<file path="config.mk">
export PLATFORM = sky130hd
export DESIGN_NAME = ysyx_22040759_wbctrl_flat
export DESIGN_NICKNAME = d
export VERILOG_FILES = /design/src/rtl/ysyx_22040759_wbctrl_if.sv /design/src/rtl/ysyx_22040759_wbctrl.sv /design/src/flat_wrapper.sv
export SDC_FILE = /design/constraint.sdc
export NUM_CORES = 1
export LEC_CHECK = 0
export ABC_CLOCK_PERIOD_IN_PS = 5200
export CORE_ASPECT_RATIO = 2
export CORE_MARGIN = 5
export CORE_UTILIZATION = 41
export DETAILED_ROUTE_END_ITERATION = 8
export PLACE_DENSITY_LB_ADDON = 0.2
export SLEW_MARGIN = 10
export SYNTH_ARGS = -nofsm -noshare
export SYNTH_HDL_FRONTEND = slang
export SYNTH_SLANG_ARGS = --single-unit
export TNS_END_PERCENT = 5
</file>
<file path="constraint.sdc">
create_clock -name clk -period 5.2 [get_ports clk]
set_input_delay 0.52 -clock clk [delete_from_list [all_inputs] [get_ports clk]]
set_output_delay 0.52 -clock clk [all_outputs]
set_load 0.01 [all_outputs]
</file>
<file path="src/rtl/ysyx_22040759_wbctrl_if.sv">
// Issue, write-back request and register-file write-port bundle for ysyx_22040759_wbctrl.
// master = issue stage / execution units side, slave = the controller.
interface ysyx_22040759_wbctrl_if #(
  parameter int unsigned XLEN = 64,
  parameter int unsigned NREQ = 3
);
  logic                   iss_valid;
  logic                   iss_wen;
  logic [4:0]             iss_rd;
  logic [4:0]             iss_rs1;
  logic [4:0]             iss_rs2;
  logic                   iss_stall;
  logic [NREQ-1:0]        req_valid;
  logic [5*NREQ-1:0]      req_rd;
  logic [XLEN*NREQ-1:0]   req_data;
  logic [NREQ-1:0]        req_ready;
  logic                   gpr_wen;
  logic [4:0]             gpr_waddr;
  logic [XLEN-1:0]        gpr_wdata;
  logic                   fwd1_hit;
  logic                   fwd2_hit;
  logic [XLEN-1:0]        fwd_data;
  logic                   sb_err;

  modport master (
    output iss_valid, iss_wen, iss_rd, iss_rs1, iss_rs2, req_valid, req_rd, req_data,
    input  iss_stall, req_ready, gpr_wen, gpr_waddr, gpr_wdata, fwd1_hit, fwd2_hit,
           fwd_data, sb_err
  );

  modport slave (
    input  iss_valid, iss_wen, iss_rd, iss_rs1, iss_rs2, req_valid, req_rd, req_data,
    output iss_stall, req_ready, gpr_wen, gpr_waddr, gpr_wdata, fwd1_hit, fwd2_hit,
           fwd_data, sb_err
  );
endinterface

</file>
<file path="src/rtl/ysyx_22040759_wbctrl.sv">
// Write-back controller: round-robin arbitration of EXU/LSU/MDU onto the GPR write port plus
// a busy-bit scoreboard for RAW/WAW stalls. Define YSYX_22040759_WBCTRL_BYPASS_EN for bypass.
module ysyx_22040759_wbctrl #(
  parameter int unsigned XLEN = 64,
  parameter int unsigned NREQ = 3
) (
  input logic                    clk,
  input logic                    rst,
  ysyx_22040759_wbctrl_if.slave  bus
);

  logic [31:0]      busy_q, busy_d;
  logic [1:0]       ptr_q, ptr_d;
  logic             gpr_wen_q, gpr_wen_d;
  logic [4:0]       gpr_waddr_q, gpr_waddr_d;
  logic [XLEN-1:0]  gpr_wdata_q, gpr_wdata_d;
  logic             sb_err_q, sb_err_d;

  logic [NREQ-1:0]  gnt;
  logic             gnt_any;
  logic [1:0]       gnt_idx;
  logic [2:0]       cand;
  logic [4:0]       sel_rd;
  logic [XLEN-1:0]  sel_data;
  logic             hit1, hit2, stall, iss_fire;

  // Round-robin search starting at ptr_q, wrapping modulo 3.
  always_comb begin
    gnt     = '0;
    gnt_any = 1'b0;
    gnt_idx = 2'd0;
    cand    = 3'd0;
    for (int k = 0; k < 3; k++) begin
      cand = {1'b0, ptr_q} + 3'(k);
      if (cand >= 3'd3) cand = cand - 3'd3;
      if (!gnt_any && bus.req_valid[cand[1:0]]) begin
        gnt_any           = 1'b1;
        gnt_idx           = cand[1:0];
        gnt[cand[1:0]]    = 1'b1;
      end
    end
  end

  always_comb begin
    sel_rd   = bus.req_rd[4:0];
    sel_data = bus.req_data[XLEN-1:0];
    case (gnt_idx)
      2'd1: begin
        sel_rd   = bus.req_rd[9:5];
        sel_data = bus.req_data[2*XLEN-1:XLEN];
      end
      2'd2: begin
        sel_rd   = bus.req_rd[14:10];
        sel_data = bus.req_data[3*XLEN-1:2*XLEN];
      end
      default: ;
    endcase
  end

`ifdef YSYX_22040759_WBCTRL_BYPASS_EN
  always_comb begin
    hit1 = gpr_wen_q & (gpr_waddr_q == bus.iss_rs1) & (bus.iss_rs1 != 5'd0);
    hit2 = gpr_wen_q & (gpr_waddr_q == bus.iss_rs2) & (bus.iss_rs2 != 5'd0);
  end
  assign bus.fwd_data = gpr_wdata_q;
`else
  always_comb begin
    hit1 = 1'b0;
    hit2 = 1'b0;
  end
  assign bus.fwd_data = '0;
`endif

  // WAW term is never masked by bypass: the older write must retire first.
  always_comb begin
    stall = bus.iss_valid & ((busy_q[bus.iss_rs1] & ~hit1) |
                             (busy_q[bus.iss_rs2] & ~hit2) |
                             (bus.iss_wen & busy_q[bus.iss_rd]));
    iss_fire = bus.iss_valid & ~stall;
  end

  always_comb begin
    busy_d = busy_q;
    if (iss_fire && bus.iss_wen && (bus.iss_rd != 5'd0)) busy_d[bus.iss_rd] = 1'b1;
    if (gpr_wen_q) busy_d[gpr_waddr_q] = 1'b0;
    busy_d[0] = 1'b0;

    ptr_d       = ptr_q;
    gpr_wen_d   = 1'b0;
    gpr_waddr_d = gpr_waddr_q;
    gpr_wdata_d = gpr_wdata_q;
    sb_err_d    = sb_err_q;
    if (gnt_any) begin
      ptr_d       = (gnt_idx == 2'd2) ? 2'd0 : gnt_idx + 2'd1;
      gpr_wen_d   = (sel_rd != 5'd0);
      gpr_waddr_d = sel_rd;
      gpr_wdata_d = sel_data;
      if ((sel_rd != 5'd0) && !busy_q[sel_rd]) sb_err_d = 1'b1;
    end
  end

  always_ff @(posedge clk) begin
    if (rst) begin
      busy_q      <= '0;
      ptr_q       <= 2'd0;
      gpr_wen_q   <= 1'b0;
      gpr_waddr_q <= 5'd0;
      gpr_wdata_q <= '0;
      sb_err_q    <= 1'b0;
    end else begin
      busy_q      <= busy_d;
      ptr_q       <= ptr_d;
      gpr_wen_q   <= gpr_wen_d;
      gpr_waddr_q <= gpr_waddr_d;
      gpr_wdata_q <= gpr_wdata_d;
      sb_err_q    <= sb_err_d;
    end
  end

  assign bus.req_ready = gnt;
  assign bus.iss_stall = stall;
  assign bus.fwd1_hit  = hit1;
  assign bus.fwd2_hit  = hit2;
  assign bus.gpr_wen   = gpr_wen_q;
  assign bus.gpr_waddr = gpr_waddr_q;
  assign bus.gpr_wdata = gpr_wdata_q;
  assign bus.sb_err    = sb_err_q;

endmodule

</file>
<file path="src/flat_wrapper.sv">
// flat-port wrapper written by rule: the top's interface ports become plain ports
module ysyx_22040759_wbctrl_flat 
#(
  parameter int unsigned XLEN = 64,
  parameter int unsigned NREQ = 3
)
  (clk, rst, bus_iss_valid, bus_iss_wen, bus_iss_rd, bus_iss_rs1, bus_iss_rs2, bus_req_valid, bus_req_rd, bus_req_data, bus_iss_stall, bus_req_ready, bus_gpr_wen, bus_gpr_waddr, bus_gpr_wdata, bus_fwd1_hit, bus_fwd2_hit, bus_fwd_data, bus_sb_err);
  ysyx_22040759_wbctrl_if #(.XLEN(XLEN), .NREQ(NREQ)) bus_i ();
  input logic clk;
  input logic rst;
  input wire logic [$bits(bus_i.iss_valid)-1:0] bus_iss_valid;
  input wire logic [$bits(bus_i.iss_wen)-1:0] bus_iss_wen;
  input wire logic [$bits(bus_i.iss_rd)-1:0] bus_iss_rd;
  input wire logic [$bits(bus_i.iss_rs1)-1:0] bus_iss_rs1;
  input wire logic [$bits(bus_i.iss_rs2)-1:0] bus_iss_rs2;
  input wire logic [$bits(bus_i.req_valid)-1:0] bus_req_valid;
  input wire logic [$bits(bus_i.req_rd)-1:0] bus_req_rd;
  input wire logic [$bits(bus_i.req_data)-1:0] bus_req_data;
  output wire logic [$bits(bus_i.iss_stall)-1:0] bus_iss_stall;
  output wire logic [$bits(bus_i.req_ready)-1:0] bus_req_ready;
  output wire logic [$bits(bus_i.gpr_wen)-1:0] bus_gpr_wen;
  output wire logic [$bits(bus_i.gpr_waddr)-1:0] bus_gpr_waddr;
  output wire logic [$bits(bus_i.gpr_wdata)-1:0] bus_gpr_wdata;
  output wire logic [$bits(bus_i.fwd1_hit)-1:0] bus_fwd1_hit;
  output wire logic [$bits(bus_i.fwd2_hit)-1:0] bus_fwd2_hit;
  output wire logic [$bits(bus_i.fwd_data)-1:0] bus_fwd_data;
  output wire logic [$bits(bus_i.sb_err)-1:0] bus_sb_err;
  assign bus_i.iss_valid = bus_iss_valid;
  assign bus_i.iss_wen = bus_iss_wen;
  assign bus_i.iss_rd = bus_iss_rd;
  assign bus_i.iss_rs1 = bus_iss_rs1;
  assign bus_i.iss_rs2 = bus_iss_rs2;
  assign bus_i.req_valid = bus_req_valid;
  assign bus_i.req_rd = bus_req_rd;
  assign bus_i.req_data = bus_req_data;
  assign bus_iss_stall = bus_i.iss_stall;
  assign bus_req_ready = bus_i.req_ready;
  assign bus_gpr_wen = bus_i.gpr_wen;
  assign bus_gpr_waddr = bus_i.gpr_waddr;
  assign bus_gpr_wdata = bus_i.gpr_wdata;
  assign bus_fwd1_hit = bus_i.fwd1_hit;
  assign bus_fwd2_hit = bus_i.fwd2_hit;
  assign bus_fwd_data = bus_i.fwd_data;
  assign bus_sb_err = bus_i.sb_err;
  ysyx_22040759_wbctrl #(.XLEN(XLEN), .NREQ(NREQ)) u_core (.clk(clk), .rst(rst), .bus(bus_i));
endmodule
</file>
Word level (Yosys, flattened, before mapping)
Index checks and enable logic that the tools add are counted.
Storage, ports and cells
  bits in registers: 105
  latch bits: 0
  memory bits (writable): 0
  ROM bits: 0
  input port bits: 229
  memories: 0
Operators by class
  add/subtract/negate cells: 6
  multipliers: 0
  div/mod/pow operators: 0
  order comparisons: 16
  eq/ne operators: 2
  shift-type cells: 0
  mux-type cells: 41
  bitwise gates (word level): 12
  reduce and logical (&&, ||, !) cells: 17
Operators by type and width (count)
  64-bit one-hot mux with 2 select lines: 1
  32-bit 2-to-1 mux: 2
  32-bit AND: 1
  32-bit inverter: 1
  32-bit OR: 1
  5-bit by 6-bit < comparator with 1-bit output (second input constant): 5
  1-bit binary-select mux with 5-bit select: 4
  1-bit 2-to-1 mux: 15
  2-bit 2-to-1 mux: 7
  1-bit demux with 5-bit select: 2
  5-bit by 1-bit greater-or-equal comparator with 1-bit output (second input constant): 2
  1-bit logical AND: 10
  5-bit one-hot mux with 2 select lines: 1
  5-bit nonzero test: 2
  2-bit by 3-bit < comparator with 1-bit output (second input constant): 3
  3-bit 2-to-1 mux: 3
  1-bit binary-select mux with 2-bit select: 3
  1-bit demux with 2-bit select: 3
  2-bit by 1-bit greater-or-equal comparator with 1-bit output (second input constant): 3
  3-bit by 2-bit greater-or-equal comparator with 1-bit output (second input constant): 2
  3-bit OR: 2
  2-bit subtractor (second input constant): 3
  2-bit by 1-bit adder with 3-bit output (second input constant): 1
  2-bit by 2-bit adder with 3-bit output (second input constant): 1
  other kinds (10): 16

Longest topological paths before layout
  word-level depth: 18
  depth in mapped cells: 17

Worst setup path before layout
Ideal clock, no wire load.
  kind: register to register
  start point: register u_core.ptr_q[0]
  end point: register u_core.sb_err_q (netlist: u_core.bus.sb_err)
  setup time: 0.126 ns
  data arrival time: 3.758 ns
  path slack: 1.315 ns
  cell stages (with the launch flop): 17
  clock period less this slack: 3.885 ns
  path through: dfxtp_1 inv_1 ha_1 clkbuf_1 mux2i_1 a21oi_1 o22ai_1 inv_1 ha_1 clkbuf_1 a22oi_1 a21oi_1 buf_1 o221a_2 or4b_2 nand4b_1 o211ai_1
Between the ends
  longest elaborated chain between the ends: 18
  elaborated cells between the ends (all ways): 36
  those cells by class: add/sub: 5; order compare: 3; eq/ne: 2; mux: 18; reduce/logical: 8
RTL lines
  start, declared: line ysyx_22040759_wbctrl.sv:13  | logic [1:0] ptr_q, ptr_d;
  start signal, assigned: line ysyx_22040759_wbctrl.sv:112  | ptr_q <= ptr_d;
  branches (longest 17 deep; another with 2-bit by 1-bit adder with 3-bit output)
  2-bit AND reduction (no source line) *
  end signal, assigned: line ysyx_22040759_wbctrl.sv:116  | sb_err_q <= sb_err_d;
  end, declared: line ysyx_22040759_wbctrl.sv:17  | logic sb_err_q, sb_err_d;
Every way passes the cells marked *. The select of a mux whose other input is x is not followed.
A chain may end at the register's enable or synchronous reset.

Worst setup path in the final report
Same ends and word-level chain as after synthesis.

==> results.md <==
- Status: finished, final reports clean
- Post-Layout Inst Area: 10360 um2
- Sequential area share after synthesis: approximately 29%
- Ys async rst share: 0%
- Top post-synthesis cells by count: nor2_1 (164), dfxtp_1 (104), a21oi_1 (93)
- Maximum VDD drop: 0.0004967 V
- GRT overflow: 0
- R2R setup slack: approximately 0.6 ns
- Num CTS Buffers: 9
- DP Wirelength: 22340 um
- Worst Path Class, Setup: flop to flop
- Tightest Pin Transition: 0.9749 ns
- Ranking of synthesized cells by area: dfxtp_1 (29%), a221oi_1 (9.0%), nor2_1 (8.5%)
- PostCTS Resize Cnt: 0
- Largest net degree at the start of global routing: 92
- Crit path launch: u_core.ptr_q[0]
- Gpl congestion: 0.9666
- Buffers added on ports: 303
- H-tree Lvls: 3
- Register bit total from synthesis: 104
- Final Critical Period: 4.598 ns
- Die height: 198.3 um
- Post-Place Setup Slack: 0.4373 ns
- Setup TNS: 0 ns
- Area Growth Syn to Fin: 42.50%
- Post-synthesis cell type count: a little under 60
- Chip width: approximately 100 um
- Die ar.: roughly 21000 um2
- First-pass GRT wire length: 46040 um
- Area of the core: 17610 um2
- Worst Hold Class: flop to flop
- I/O pins: 370
- CTS Hold Bufs: 0
- WL/cell: 21.44 um
- Clock Path Buffers: 2
- Area post-placement: 10070 um2
- DRC: 0
- Later-pin clock latency in the skew report: ~0.35 ns
- Fin. max-slew vios: 0
- Synth top area share: 28.65%
- Via count: 8210
- Row count: 69
- Drt via density: roughly 6
- Initial antenna violation count: 2
- RR Startpoint: u_core.ptr_q[0]
- CP Capture Type: flop
- Ys flop type: dfxtp_1
- Clock slew at reported path FFs: 0.08 ns
- Iter 0 DRT Violations: 597
- Share of cells above drive strength 1: 5.649%
- Number of synthesized flops with an enable pin: 0
- Final setup viols: 0
- Final WS setup: 0.6019 ns
- Post-route ant nets: 0
- Root buf cell: clkbuf_16
- Fmax achieved: roughly 220 MHz
- Leak pwr: 0.003778 uW
- Hold_ws: about 0.49 ns
- Pwr/cell area: roughly 630 nW/um2
- Reg2reg end: u_core.bus.sb_err
- WL final: 30040 um
- Worst Path Arrival: 4.83 ns
- Number of buffers added for setup after CTS: 0
- Ys Warns: 0
- Initial Util: 41.27%
- FILL cells: 1662
- DRT Pass-1 Iters: 6
- CTS tree: built
- Mapped Area: 7268 um2
- Period utilisation layout: between 80 and 90%
- CP startpoint kind: flop
- Gate Count Post-Synth: 938
- Critical Path End: u_core.bus.sb_err
- Final net count: 1418
- Hold Fails Final Rpt: 0
- Cell with the most instances after synthesis: nor2_1
- Vias in the first global route: 8237
- GRT Total Usage: 27.98%
- Unrepaired setup endpoints after global routing: no
- Post-synth top area cell: dfxtp_1
- Worst Path Max Fanout: 38
- CP required: 5.44 ns
- Avg Inst Size Synth: between 7 and 8 um2
- Worst reg2reg path depth: 13
- Max cap viols: 0
- Worst slew margin: 35.01%
- CTS Sinks: 104
- Post-route clock skew: 0.01071 ns
-- worst max-delay path: stages (launching register included) --
cell and delay [ns]:
dfxtp_1 0.40, inv_1 0.08, ha_1 0.43, mux2i_1 0.62
a21oi_1 0.20, o22ai_1 0.29, inv_1 0.16, ha_4 0.41
inv_2 0.40, o21ai_1 0.34, o221a_2 0.35, or4b_2 0.60
nand4b_1 0.11, o211ai_1 0.09
-- kinds of logic (layout without fill, tap and decap cells) --
logic type	Yosys count	count (layout)	synth area share (%)
AND/OR/NAND/NOR	337	337	21.95
AO/OA/AOI/OAI	255	255	25.01
buffers and inverters	181	364	13.46
flip-flops	104	104	28.65
multiplexers	52	52	9.502
adder cells (fa/ha/maj)	8	8	1.377
other	1	68	0.05159
-- layer usage --
metal / global-route usage, % / share of wire (%)
met4: 11.53 / 3.8
met3: 8.679 / 10
met1: 33.80 / 38
met5: 0 / 0
met2: 46.09 / 48
-- stage by stage --
| step | util [%] | power (uW) | std cells |
|---|---|---|---|
| 3_3_place_gp | 57.13 | 5763 | 1383 |
| 4_1_cts | 58.78 | 6546 | 1399 |
| 3_5_place_dp | 57.15 | 5850 | 1383 |
| 6_report | 58.81 | 6542 | 1401 |
| 2_1_floorplan | - | 4400 | 1003 |
| 5_1_grt | 58.81 | 7132 | 1401 |
-- registers in the layout, indices dropped and copies added, names as in the netlist --
register / cells
u_core.bus.gpr_wen: 1
u_core.bus.gpr_wdata: 64
u_core.ptr_q: 2
u_core.busy_q: 31
u_core.bus.gpr_waddr: 5
u_core.bus.sb_err: 1
-- power breakdown --
group | total (uW) | switching, uW | internal (uW)
clock | 677 | 342 | 335
combinational | 4660 | 2780 | 1880
sequential | 1210 | 171 | 1040
total | 6540 | 3290 | 3250
-- worst min-delay path by stage --
stage / startpoint / endpoint / slack (ns) / depth (start not counted)
2_1_floorplan: u_core.busy_q[17] / u_core.busy_q[17] / 0.46 / 2
3_3_place_gp: u_core.bus.gpr_wdata[7] / u_core.bus.gpr_wdata[7] / 0.47 / 2
3_5_place_dp: u_core.bus.gpr_wdata[46] / u_core.bus.gpr_wdata[46] / 0.47 / 2
4_1_cts: u_core.bus.gpr_wdata[48] / u_core.bus.gpr_wdata[48] / 0.49 / 2
5_1_grt: u_core.bus.gpr_wdata[1] / u_core.bus.gpr_wdata[1] / 0.52 / 2
6_report: u_core.bus.gpr_wdata[46] / u_core.bus.gpr_wdata[46] / 0.49 / 2
-- placed cells by master, fill, tap and decap left out, types with 23 or more instances in the layout --
cell type          n
nor2_1           164
mux2i_1           33
inv_1             32
clkdlybuf4s50_1  302
a21oi_1           93
nand2_1           23
conb_1            66
dfxtp_1          104
a221oi_1          75
nor3_1            76
-- area by class of cell --
| type | count | area, um2 | area share (%) |
|---|---|---|---|
| multi-input cells | 718 | 4479 | 43.25 |
| repair buffers | 314 | 3110 | 30.03 |
| flip-flops and latches | 104 | 2082 | 20.10 |
| well taps | 213 | 266.5 | 2.573 |
| clock buffers | 9 | 225.2 | 2.174 |
| inverters | 34 | 127.6 | 1.232 |
| clock inverters | 7 | 61.31 | 0.5919 |
| diodes | 2 | 5.005 | 0.04832 |
Power figures use the tool's default switching activity.
